### config.mk
export PLATFORM = sky130hd
export DESIGN_NAME = regfile_arbiter
export DESIGN_NICKNAME = d
export VERILOG_FILES = /design/src/rtl/regfile_arbiter.sv
export SDC_FILE = /design/constraint.sdc
export NUM_CORES = 1
export LEC_CHECK = 0
export ABC_CLOCK_PERIOD_IN_PS = 2400
export CORE_UTILIZATION = 42
export CTS_BUF_LIST = sky130_fd_sc_hd__clkbuf_8
export CTS_CLUSTER_SIZE = 25
export DETAILED_ROUTE_END_ITERATION = 16
export PLACE_DENSITY = 0.83
export SLEW_MARGIN = 0
export SYNTH_ARGS = -nofsm -noshare
export SYNTH_HDL_FRONTEND = slang
export SYNTH_SLANG_ARGS = --single-unit
### constraint.sdc
create_clock -name clk -period 2.4 [get_ports clk]
set_input_delay 0.24 -clock clk [delete_from_list [all_inputs] [get_ports clk]]
set_output_delay 0.24 -clock clk [all_outputs]
set_load 0.1 [all_outputs]
### src/rtl/regfile_arbiter.sv
// regfile_arbiter: shares one register-file port between master (M) and slave (S) requesters
//
// One transaction at a time through IDLE -> ISSUE -> (WAIT) -> DONE.
// All outputs are registered.
//
// Parameters: ADDR_W address width, DATA_W data width,
//             RF_DEPTH valid entries (addr >= RF_DEPTH is an error),
//             RF_LAT register-file read latency after the exec cycle (>= 1).
//
// Ports:
//   clk, rst_n                   clock, synchronous active-low reset
//   m_req/m_write/m_addr/m_wdata  master request and its fields
//   s_req/s_write/s_addr/s_wdata  slave request and its fields
//   m_gnt/s_gnt                  port owns the register file
//   m_done/s_done                one-cycle completion pulse
//   m_err/s_err                  out-of-range address, valid with done
//   m_rdata/s_rdata              last successful read result per port
//   rf_exec/rf_write/rf_addr/rf_wdata  register-file access
//   rf_rdata                     register-file read data
//   busy                         FSM not in IDLE
//
// Macro REGFILE_ARB_ROUND_ROBIN_EN: round-robin tie-break when defined,
// fixed M-first priority otherwise.
module regfile_arbiter #(
    parameter int ADDR_W   = 32,
    parameter int DATA_W   = 32,
    parameter int RF_DEPTH = 32,
    parameter int RF_LAT   = 1
) (
    input  logic              clk,
    input  logic              rst_n,
    input  logic              m_req,
    input  logic              m_write,
    input  logic [ADDR_W-1:0] m_addr,
    input  logic [DATA_W-1:0] m_wdata,
    input  logic              s_req,
    input  logic              s_write,
    input  logic [ADDR_W-1:0] s_addr,
    input  logic [DATA_W-1:0] s_wdata,
    output logic              m_gnt,
    output logic              m_done,
    output logic              m_err,
    output logic [DATA_W-1:0] m_rdata,
    output logic              s_gnt,
    output logic              s_done,
    output logic              s_err,
    output logic [DATA_W-1:0] s_rdata,
    output logic              rf_exec,
    output logic              rf_write,
    output logic [ADDR_W-1:0] rf_addr,
    output logic [DATA_W-1:0] rf_wdata,
    input  logic [DATA_W-1:0] rf_rdata,
    output logic              busy
);
    typedef enum logic [1:0] {IDLE, ISSUE, WAIT, DONE} state_t;
    localparam int CW = $clog2(RF_LAT + 1);
    // one extra bit so the compare is a full unsigned compare of the address
    localparam logic [ADDR_W:0] DEPTH = (ADDR_W + 1)'(RF_DEPTH);
    state_t          state;
    logic            owner_s;
    logic [CW-1:0]   cnt;
    logic            pick_s;
    logic            sel_in;
    logic            lat_in;
    logic [ADDR_W-1:0] sel_addr;
`ifdef REGFILE_ARB_ROUND_ROBIN_EN
    logic last_s;
    assign pick_s = s_req && (!m_req || !last_s);
`else
    assign pick_s = s_req && !m_req;
`endif
    assign sel_addr = pick_s ? s_addr : m_addr;
    assign sel_in   = {1'b0, sel_addr} < DEPTH;
    // rf_write/rf_addr double as the latched transaction fields
    assign lat_in   = {1'b0, rf_addr} < DEPTH;

    always_ff @(posedge clk) begin
        if (!rst_n) begin
            state    <= IDLE;
            owner_s  <= 1'b0;
            cnt      <= '0;
            m_gnt    <= 1'b0;
            s_gnt    <= 1'b0;
            m_done   <= 1'b0;
            s_done   <= 1'b0;
            m_err    <= 1'b0;
            s_err    <= 1'b0;
            m_rdata  <= '0;
            s_rdata  <= '0;
            rf_exec  <= 1'b0;
            rf_write <= 1'b0;
            rf_addr  <= '0;
            rf_wdata <= '0;
            busy     <= 1'b0;
`ifdef REGFILE_ARB_ROUND_ROBIN_EN
            last_s   <= 1'b1;
`endif
        end else begin
            case (state)
                IDLE: if (m_req || s_req) begin
                    state    <= ISSUE;
                    owner_s  <= pick_s;
                    m_gnt    <= !pick_s;
                    s_gnt    <= pick_s;
                    rf_exec  <= sel_in;
                    rf_write <= pick_s ? s_write : m_write;
                    rf_addr  <= sel_addr;
                    rf_wdata <= pick_s ? s_wdata : m_wdata;
                    busy     <= 1'b1;
`ifdef REGFILE_ARB_ROUND_ROBIN_EN
                    last_s   <= pick_s;
`endif
                end
                ISSUE: begin
                    rf_exec <= 1'b0;
                    if (rf_write || !lat_in) begin
                        state  <= DONE;
                        m_done <= !owner_s;
                        s_done <= owner_s;
                        m_err  <= !owner_s && !lat_in;
                        s_err  <= owner_s && !lat_in;
                    end else begin
                        state <= WAIT;
                        cnt   <= CW'(RF_LAT);
                    end
                end
                WAIT: begin
                    cnt <= cnt - CW'(1);
                    if (cnt == CW'(1)) begin
                        state  <= DONE;
                        m_done <= !owner_s;
                        s_done <= owner_s;
                        if (owner_s) s_rdata <= rf_rdata;
                        else m_rdata <= rf_rdata;
                    end
                end
                DONE: begin
                    state    <= IDLE;
                    m_gnt    <= 1'b0;
                    s_gnt    <= 1'b0;
                    m_done   <= 1'b0;
                    s_done   <= 1'b0;
                    m_err    <= 1'b0;
                    s_err    <= 1'b0;
                    rf_write <= 1'b0;
                    rf_addr  <= '0;
                    rf_wdata <= '0;
                    busy     <= 1'b0;
                end
            endcase
        end
    end
endmodule

### After elaboration in Yosys (flattened, before gate mapping)

Cells that the tools add are included.
W data, S select, Z words.

* register bits: 141
* input bits: 166
* output and inout bits: 137

* add/subtract/negate cells: 1
* magnitude comparators: 2
* equal/unequal tests: 7
* multiplexer cells: 33
* bitwise operators: 1
* reduce and logical (&&, ||, !) cells: 24

Operator list (number)
* $mux W32: 4
* $pmux W32 S2: 2
* $lt A32 B6 Y1 const B: 2
* $pmux W1 S2: 8
* $mux W1: 14
* $reduce_and A2 Y1: 6
* $reduce_and A3 Y1: 3
* $ne A2 B2 Y1 const B: 4
* $pmux W2 S4: 1
* $reduce_bool A2 Y1: 4
* $pmux W1 S3: 2
* $eq A2 B2 Y1 const B: 2
* $logic_not A1 Y1: 4
* $mux W2: 2
* $logic_and A1 B1 Y1: 3
* $reduce_bool A3 Y1: 1
* $eq A2 B1 Y1 const B: 1
* $logic_not A2 Y1: 1
* $logic_or A1 B1 Y1: 2
* $not A1 Y1: 1
* $sub A1 B1 Y1 const B: 1

### Logic depth before layout (Yosys ltp)

Gate-level depths: netlist (run 1).

* depth after elaboration: 6
* mapped depth: 8
* depth with buffers taken out: 6

### Worst setup path after synthesis (run 1)

OpenSTA, ideal clock, no wires.

* path type: register to register
* from: reg rf_addr[7]
* to: reg cnt
* library setup time: 0.119 ns
* arrival time: 1.825 ns
* required time: 2.281 ns
* setup slack: 0.456 ns
* stages on the path, launching flop included: 5
* path through: dfxtp_1 > nor4_1 > nand4_1 > o31a_1 > o221a_2

* word-level cells in the longest chain between the ends: 5

RTL lines
* start, declared: line 50 `output logic [ADDR_W-1:0] rf_addr,`
* start signal, assigned: line 107 `rf_addr <= sel_addr;`
* $lt A32 B6 Y1: line 75 `assign lat_in = {1'b0, rf_addr} < DEPTH;`
* $logic_not A1 Y1: line 116 `if (rf_write || !lat_in) begin`
* $logic_or A1 B1 Y1: line 116
* $ne A2 B2 Y1 (no line)
* $reduce_and A2 Y1 (no line)
* end signal, assigned: line 124 `cnt <= CW'(RF_LAT);`
* end signal, assigned: line 128 `cnt <= cnt - CW'(1);`
* end, declared: line 61 `logic [CW-1:0] cnt;`

Every way passes these cells.
A chain may end at the register's enable or synchronous reset.

### Final worst setup path (run 1)

* from: reg state[0]
* to: reg rf_write

* word-level cells in the longest chain between the ends: 3
* elaborated cells on any way between the ends: 6
* those cells by class: eq/ne: 2; mux: 1; reduce/logical: 3

RTL lines
* start, declared: line 59 `state_t state;`
* start signal, assigned: line 79 `state <= IDLE;`
* start signal, assigned: line 101 `state <= ISSUE;`
* start signal, assigned: line 117 `state <= DONE;`
* $eq A2 B2 Y1 / $logic_not A2 Y1 (equally long branches): line 99 `case (state)`
* $reduce_bool A2 Y1 (no line) / $ne A2 B2 Y1 (equally long branches)
* $reduce_and A2 Y1 (no line)
* end signal, assigned: line 106 `rf_write <= pick_s ? s_write : m_write;`
* end, declared: line 49 `output logic rf_write,`

Parallel ways exist; a longest one is shown, timed or not.

==> results of run 1 <==
state kept, by name, summed over array words and instances (netlist names):
name and flops:
m_rdata 32, s_gnt 1, cnt 1, rf_addr 32, rf_wdata 32, s_rdata 32, s_done 1, m_done 1
m_err 1, busy 1, m_gnt 1, owner_s 1, s_err 1, rf_exec 1, state 2, rf_write 1
final cells by class:
class                      count  area share
clock inverter                12     0.01569
inverter                       3    0.001197
tap                          180     0.02394
multi-input combinational    463      0.3267
clock buffer                  18     0.02633
timing repair buffer         324      0.3061
sequential                   141      0.3000
worst max-delay path, cell delays in order (launching register included):
cell      delay [ns]
dfxtp_1         0.35
inv_1           0.13
ha_1            0.28
nor2b_1         0.25
and2_1          0.63
a222oi_1        0.16
nor2b_1         0.15
layout by cell type (no fill, tap or decap), types with 27 or more instances in the layout:
cell type        count
a21boi_0            65
and2_1              29
buf_4              157
clkdlybuf4s50_1    164
dfxtp_1            141
mux2i_1             29
nand2_1            139
nor2b_1             43
o2bb2ai_1           27
cell families (layout without fill, tap and decap cells):
group,after synthesis,after routing,synth area share
muxes,29,29,0.04708
DFF,141,141,0.4578
and+or+nand+nor,276,276,0.2344
adders and majority gates,5,5,0.01015
buffers and inverters,60,357,0.04586
AOI/OAI and AO/OA,153,153,0.2047
how the worst max path moves through the flow:
| stage | startpoint | end | slack (ns) | depth (start not counted) |
|---|---|---|---|---|
| 2_1_floorplan | rf_addr[7]$_SDFFE_PN0P_ | cnt$_SDFFE_PN0P_ | 0.46 | 4 |
| 3_3_place_gp | m_req | rf_wdata[15]$_SDFFE_PN0P_ | 0.29 | 7 |
| 3_5_place_dp | m_req | rf_wdata[13]$_SDFFE_PN0P_ | 0.27 | 7 |
| 4_1_cts | state[0]$_SDFFE_PN0P_ | rf_write$_SDFFE_PN0P_ | 0.40 | 6 |
| 5_1_grt | state[1]$_SDFFE_PN0P_ | rf_addr[3]$_SDFFE_PN0P_ | 0.19 | 6 |
| 6_report | state[0]$_SDFFE_PN0P_ | rf_write$_SDFFE_PN0P_ | 0.39 | 6 |
routing by layer:
metal | global-route usage | wire length [µm] | part of all wire
met1 | 0.2973 | 7902 | 0.40
met2 | 0.4200 | 9482 | 0.48
met3 | 0.08810 | 1827 | 0.093
met4 | 0.09262 | 412 | 0.021
met5 | 0 | 0 | 0
through the flow:
step	power, mW	area, µm²
after CTS	10.22	9409
after floorplan	6.903	6166
after global routing	10.62	9409
after global placement	8.228	9014
final	10.16	9409
after detailed placement	8.277	9014
power groups by stage:
stage	Sequential, mW	Combinational, mW	Clock [mW]
3_5_place_dp	2.98	5.29	0
3_3_place_gp	2.98	5.25	0
5_1_grt	2.98	5.56	2.09
6_report	2.93	5.29	1.94
4_1_cts	2.93	5.30	1.98
2_1_floorplan	5.22	1.69	0
==> flow_summary.toml, run 1 <==
[logic_synthesis]
synth_edf_count = 0
synth_top_area_share = 0.4578
synth_ff_type = "dfxtp_1"
synthTopCellsByArea = "dfxtp_1 46%, nand2_1 8.5%, a21boi_0 7.9%"
syn_area_per_cell_um2 = 9.286
synthCells = 664
synthArstFlopShare = 0
ys_warn_count = 0
ys_types = 45
seq_area_frac_synth = 0.4578
syn_area_um2 = 6166
yosys.area.top_type = "dfxtp_1"
synth_common_cells = "141 x dfxtp_1, 139 x nand2_1, 65 x a21boi_0, 43 x nor2b_1, 37 x clkbuf_1"
yosysMostFrequentCell = "dfxtp_1"
syn-num-nets = 835
ys_seq_elements = 141

[clock_tree]
ctsResizeCount = 0
cts_tree = "done"
clk-insertion-delay-late_ns = 0.44
clk_root_buffer_cell = "clkbuf_8"
cts-hold-fix-buffers = 0
htreeDepth = 4
cts.clk_slew.worst_paths_ns = 0.07
cts.sinks = 141
post-cts-setup-buffers = 0
cts_max_path_buffers = 2
cts_buffers = 17

[layout]
area_delta_synth_final_pct = 52.60
final_cells = 1141
final_util = 0.6675
fill_cells = 1185
drive_above_1_share = 0.2081
multi_input_area_um2 = 3074
num_antenna_cells = 0
seq_area_um2 = 2823
fin_nets = 1121

[power_and_ir_drop]
p_leak_nw = 3.773
p_comb_frac = 0.521
powerDensity_nw_per_um2 = 1079
p_sw_frac = 0.4787
pwr-share-seq = 0.289
ir_drop_v = 0.0004695
p_sw_mw = 4.862
p_int_mw = 5.294
pwr-share-clk = 0.191

[grt]
grt_max_degree = 57
grt_usage = 0.2519
grt_pass1_vias = 5686
grt_pass1_wl_um = 29490
antenna_found_initial = 0
grt.overflow.total = 0

[floorplanning]
rows = 43
core_region_area_um2 = 14100
die-area_um2 = 15170
io_pins = 303
start_util = 0.4374
die-height_um = 123.2
die-width_um = 123.2

[timing]
hold_viol = 0
setup_ws_ns = 0.3910
grt_setup_unrepaired = "false"
tns_ns = 0
finClkSkew_ns = 0.01384
drv_slew = 0
tightestPinTransition_ns = 0.7152
max_freq_ghz = 0.4978
min_period_over_period = 0.8371
min_period_ns = 2.009
maxSlewHeadroom = 0.5232
hold_ws_ns = 0.2048
setup_violations = 0

[routing]
drtPass1Iterations = 5
vias = 6087
wl_per_cell_um = 17.20
viasPerCell = 5.335
routed_wl_um = 19620
antenna_left = 0
drcViolationCount = 0
drt-initial-drc-count = 372

[placement]
place_congestion = 0.9100
place_hpwl_um = 14380
place_ws_ns = 0.2706
portBuffers = 302
post-place-cells = 1111

[critical_path]
reg2reg_from = "state[0]$_SDFFE_PN0P_"
end_kind = "register"
worstPathArrival_ns = 2.37
crit_path_max_fanout = 18
worstRegToRegCells = 6
rrSetupSlack_ns = 0.39
path_class = "reg -> reg"
r2r_end = "rf_write$_SDFFE_PN0P_"
start_kind = "register"
cp.required_ns = 2.76

[worst_hold_path]
hold_start = "rst_n"
hold_end = "owner_s$_SDFFE_PN0P_"
min_path_type = "in -> reg"
holdPathStages = 3

[status]
status = "finished, final reports clean"

[job]
drv_cap = 0
(Power assumes the default switching activity.)
==> run 2, diff against run 1 <==
--- a/config.mk
+++ b/config.mk
@@ -5,12 +5,12 @@
 export SDC_FILE = /design/constraint.sdc
 export NUM_CORES = 1
 export LEC_CHECK = 0
-export ABC_CLOCK_PERIOD_IN_PS = 2400
-export CORE_UTILIZATION = 42
+export ABC_CLOCK_PERIOD_IN_PS = 1760
+export CORE_UTILIZATION = 38
 export CTS_BUF_LIST = sky130_fd_sc_hd__clkbuf_8
 export CTS_CLUSTER_SIZE = 25
 export DETAILED_ROUTE_END_ITERATION = 16
-export PLACE_DENSITY = 0.83
+export PLACE_DENSITY = 0.79
 export SLEW_MARGIN = 0
 export SYNTH_ARGS = -nofsm -noshare
 export SYNTH_HDL_FRONTEND = slang
==> constraint.sdc (replaced) <==
create_clock -name clk -period 1.76 [get_ports clk]
set_input_delay 0.176 -clock clk [delete_from_list [all_inputs] [get_ports clk]]
set_output_delay 0.176 -clock clk [all_outputs]
set_load 0.1 [all_outputs]
==> flow_summary.toml, run 2 (same netlist as run 1, synthesis figures left out) <==
[grt]
antenna_found_initial = 0
grt_pass1_wl_um = 30660
grt_max_degree = 51
grt_usage = 0.2365
grt.overflow.total = 0
grt_pass1_vias = 5900

[critical_path]
worstPathArrival_ns = 2.09
cp_cell_sequence = "inv_2, ha_4, or3b_4, o21ai_4, clkbuf_16, o2bb2ai_2, and2_1"
slowest_delay_ns = 0.41
cp.required_ns = 2.14
cp_slowest_cell = "or3b_4"
crit_path_max_fanout = 8
path_class = "reg -> reg"
crit_family = "simple AND/OR/NAND/NOR gates"
start_kind = "register"
worst-path-buf-inv = 2
end_kind = "register"

[power_and_ir_drop]
ir_drop_v = 0.0008352
pwr-share-seq = 0.267
finalPower_mw = 15.24
p_sw_frac = 0.4649
pwr-share-clk = 0.178
p_comb_frac = 0.555
powerDensity_nw_per_um2 = 1522
p_int_mw = 8.154
p_leak_nw = 4.024
p_sw_mw = 7.085

[routing]
routed_wl_um = 20880
drcViolationCount = 0
wl_per_cell_um = 17.36
vias = 6214
drt-initial-drc-count = 254
antenna_left = 0
drtPass1Iterations = 5
viasPerCell = 5.165

[placement]
portBuffers = 302
place_congestion = 0.8548
post-place-cells = 1165
dpl_cell_area_um2 = 9351
place_hpwl_um = 14540

[timing]
hold_viol = 0
tns_ns = 0
maxSlewHeadroom = 0.6987
drv_slew = 0
finClkSkew_ns = 0.01169
setup_violations = 0
grt_setup_unrepaired = "false"
tightestPinTransition_ns = 0.4502
max_freq_ghz = 0.5857
min_period_over_period = 0.9701
min_period_ns = 1.707

[clock_tree]
clk_root_buffer_cell = "clkbuf_8"
clk-insertion-delay-late_ns = 0.45
htreeDepth = 4
cts_buffers = 17
cts.clk_slew.worst_paths_ns = 0.08
cts.sinks = 141
cts_tree = "done"
cts_max_path_buffers = 2

[floorplanning]
core_region_area_um2 = 15890
rows = 46
start_util = 0.3882
die-area_um2 = 16740
die-width_um = 129.4
die-height_um = 129.4
io_pins = 303

[status]
status = "finished, final reports clean"

[layout]
num_antenna_cells = 0
final_common_cell = "buf_4"
postLayoutCellArea_um2 = 10010
multi_input_area_um2 = 3202
final_util = 0.6303
fill_cells = 1358
seq_area_um2 = 2858
drive_above_1_share = 0.2725
final_cell_mix = "165 x buf_4, 164 x clkdlybuf4s50_1, 139 x nand2_1, 113 x dfxtp_1, 65 x a21boi_0"
area_delta_synth_final_pct = 62.38
final_cells = 1203
fin_nets = 1146

[worst_hold_path]
min_path_type = "in -> reg"

[job]
drv_cap = 0
run 2: final timing paths:
kind / slack, ns / start / endpoint / cells after the start
setup / recovery: 0.05 / state[1]$_SDFFE_PN0P_ / rf_addr[17]$_SDFFE_PN0P_ / 7
hold / removal: 0.19 / rst_n / state[0]$_SDFFE_PN0P_ / 2
setup reg to reg: 0.05 / state[1]$_SDFFE_PN0P_ / rf_addr[17]$_SDFFE_PN0P_ / 7
hold reg to reg: 0.46 / busy$_SDFFE_PN0P_ / busy$_SDFFE_PN0P_ / 2
run 2: layout make-up:
class,instances,area share
repair buffers,348,0.3259
clock buffers,19,0.02612
multi-input cells,464,0.3198
flip-flops and latches,141,0.2854
clock inverters,12,0.01462
inverters,3,0.001125
well taps,216,0.02699
run 2: power groups by stage:
stage	Clock [mW]	Sequential (mW)	Combinational (mW)
3_5_place_dp	0	4.08	7.69
3_3_place_gp	0	4.06	7.61
2_1_floorplan	0	7.16	2.30
5_1_grt	2.92	4.12	8.85
6_report	2.72	4.06	8.46
4_1_cts	2.78	4.01	7.70
run 2: worst register-to-register path: stages, from the launching register on:
cell and delay [ns]:
dfxtp_2 0.33, inv_2 0.07, ha_4 0.15, or3b_4 0.41, o21ai_4 0.20, clkbuf_16 0.26
o2bb2ai_2 0.11, and2_1 0.13
run 2: metrics by stage:
step / setup WS [ns] / hold WS, ns
detailed placement: -0.1906 / 0.4521
global route: 0.002287 / 0.1863
floorplan: 0.02540 / 0.3167
finish: 0.05254 / 0.1899
CTS: 0.002927 / 0.1573
global placement: -0.1745 / 0.4486
run 2: what timing repair did:
item                       4_1_cts  5_1_grt
pin swaps                        0        5
buffers inserted                 0        1
setup endpoints to repair        3       67
gates resized for setup          1       23
hold buffers                     0        0
cloned                           0        6
run 2: metal layers:
layer | track usage | vias to the layer above | part of all wire
li1 | - | 3005 | -
met1 | 0.2822 | 2942 | 0.41
met2 | 0.3931 | 237 | 0.47
met3 | 0.08092 | 30 | 0.090
met4 | 0.08720 | 0 | 0.023
met5 | 0 | - | 0
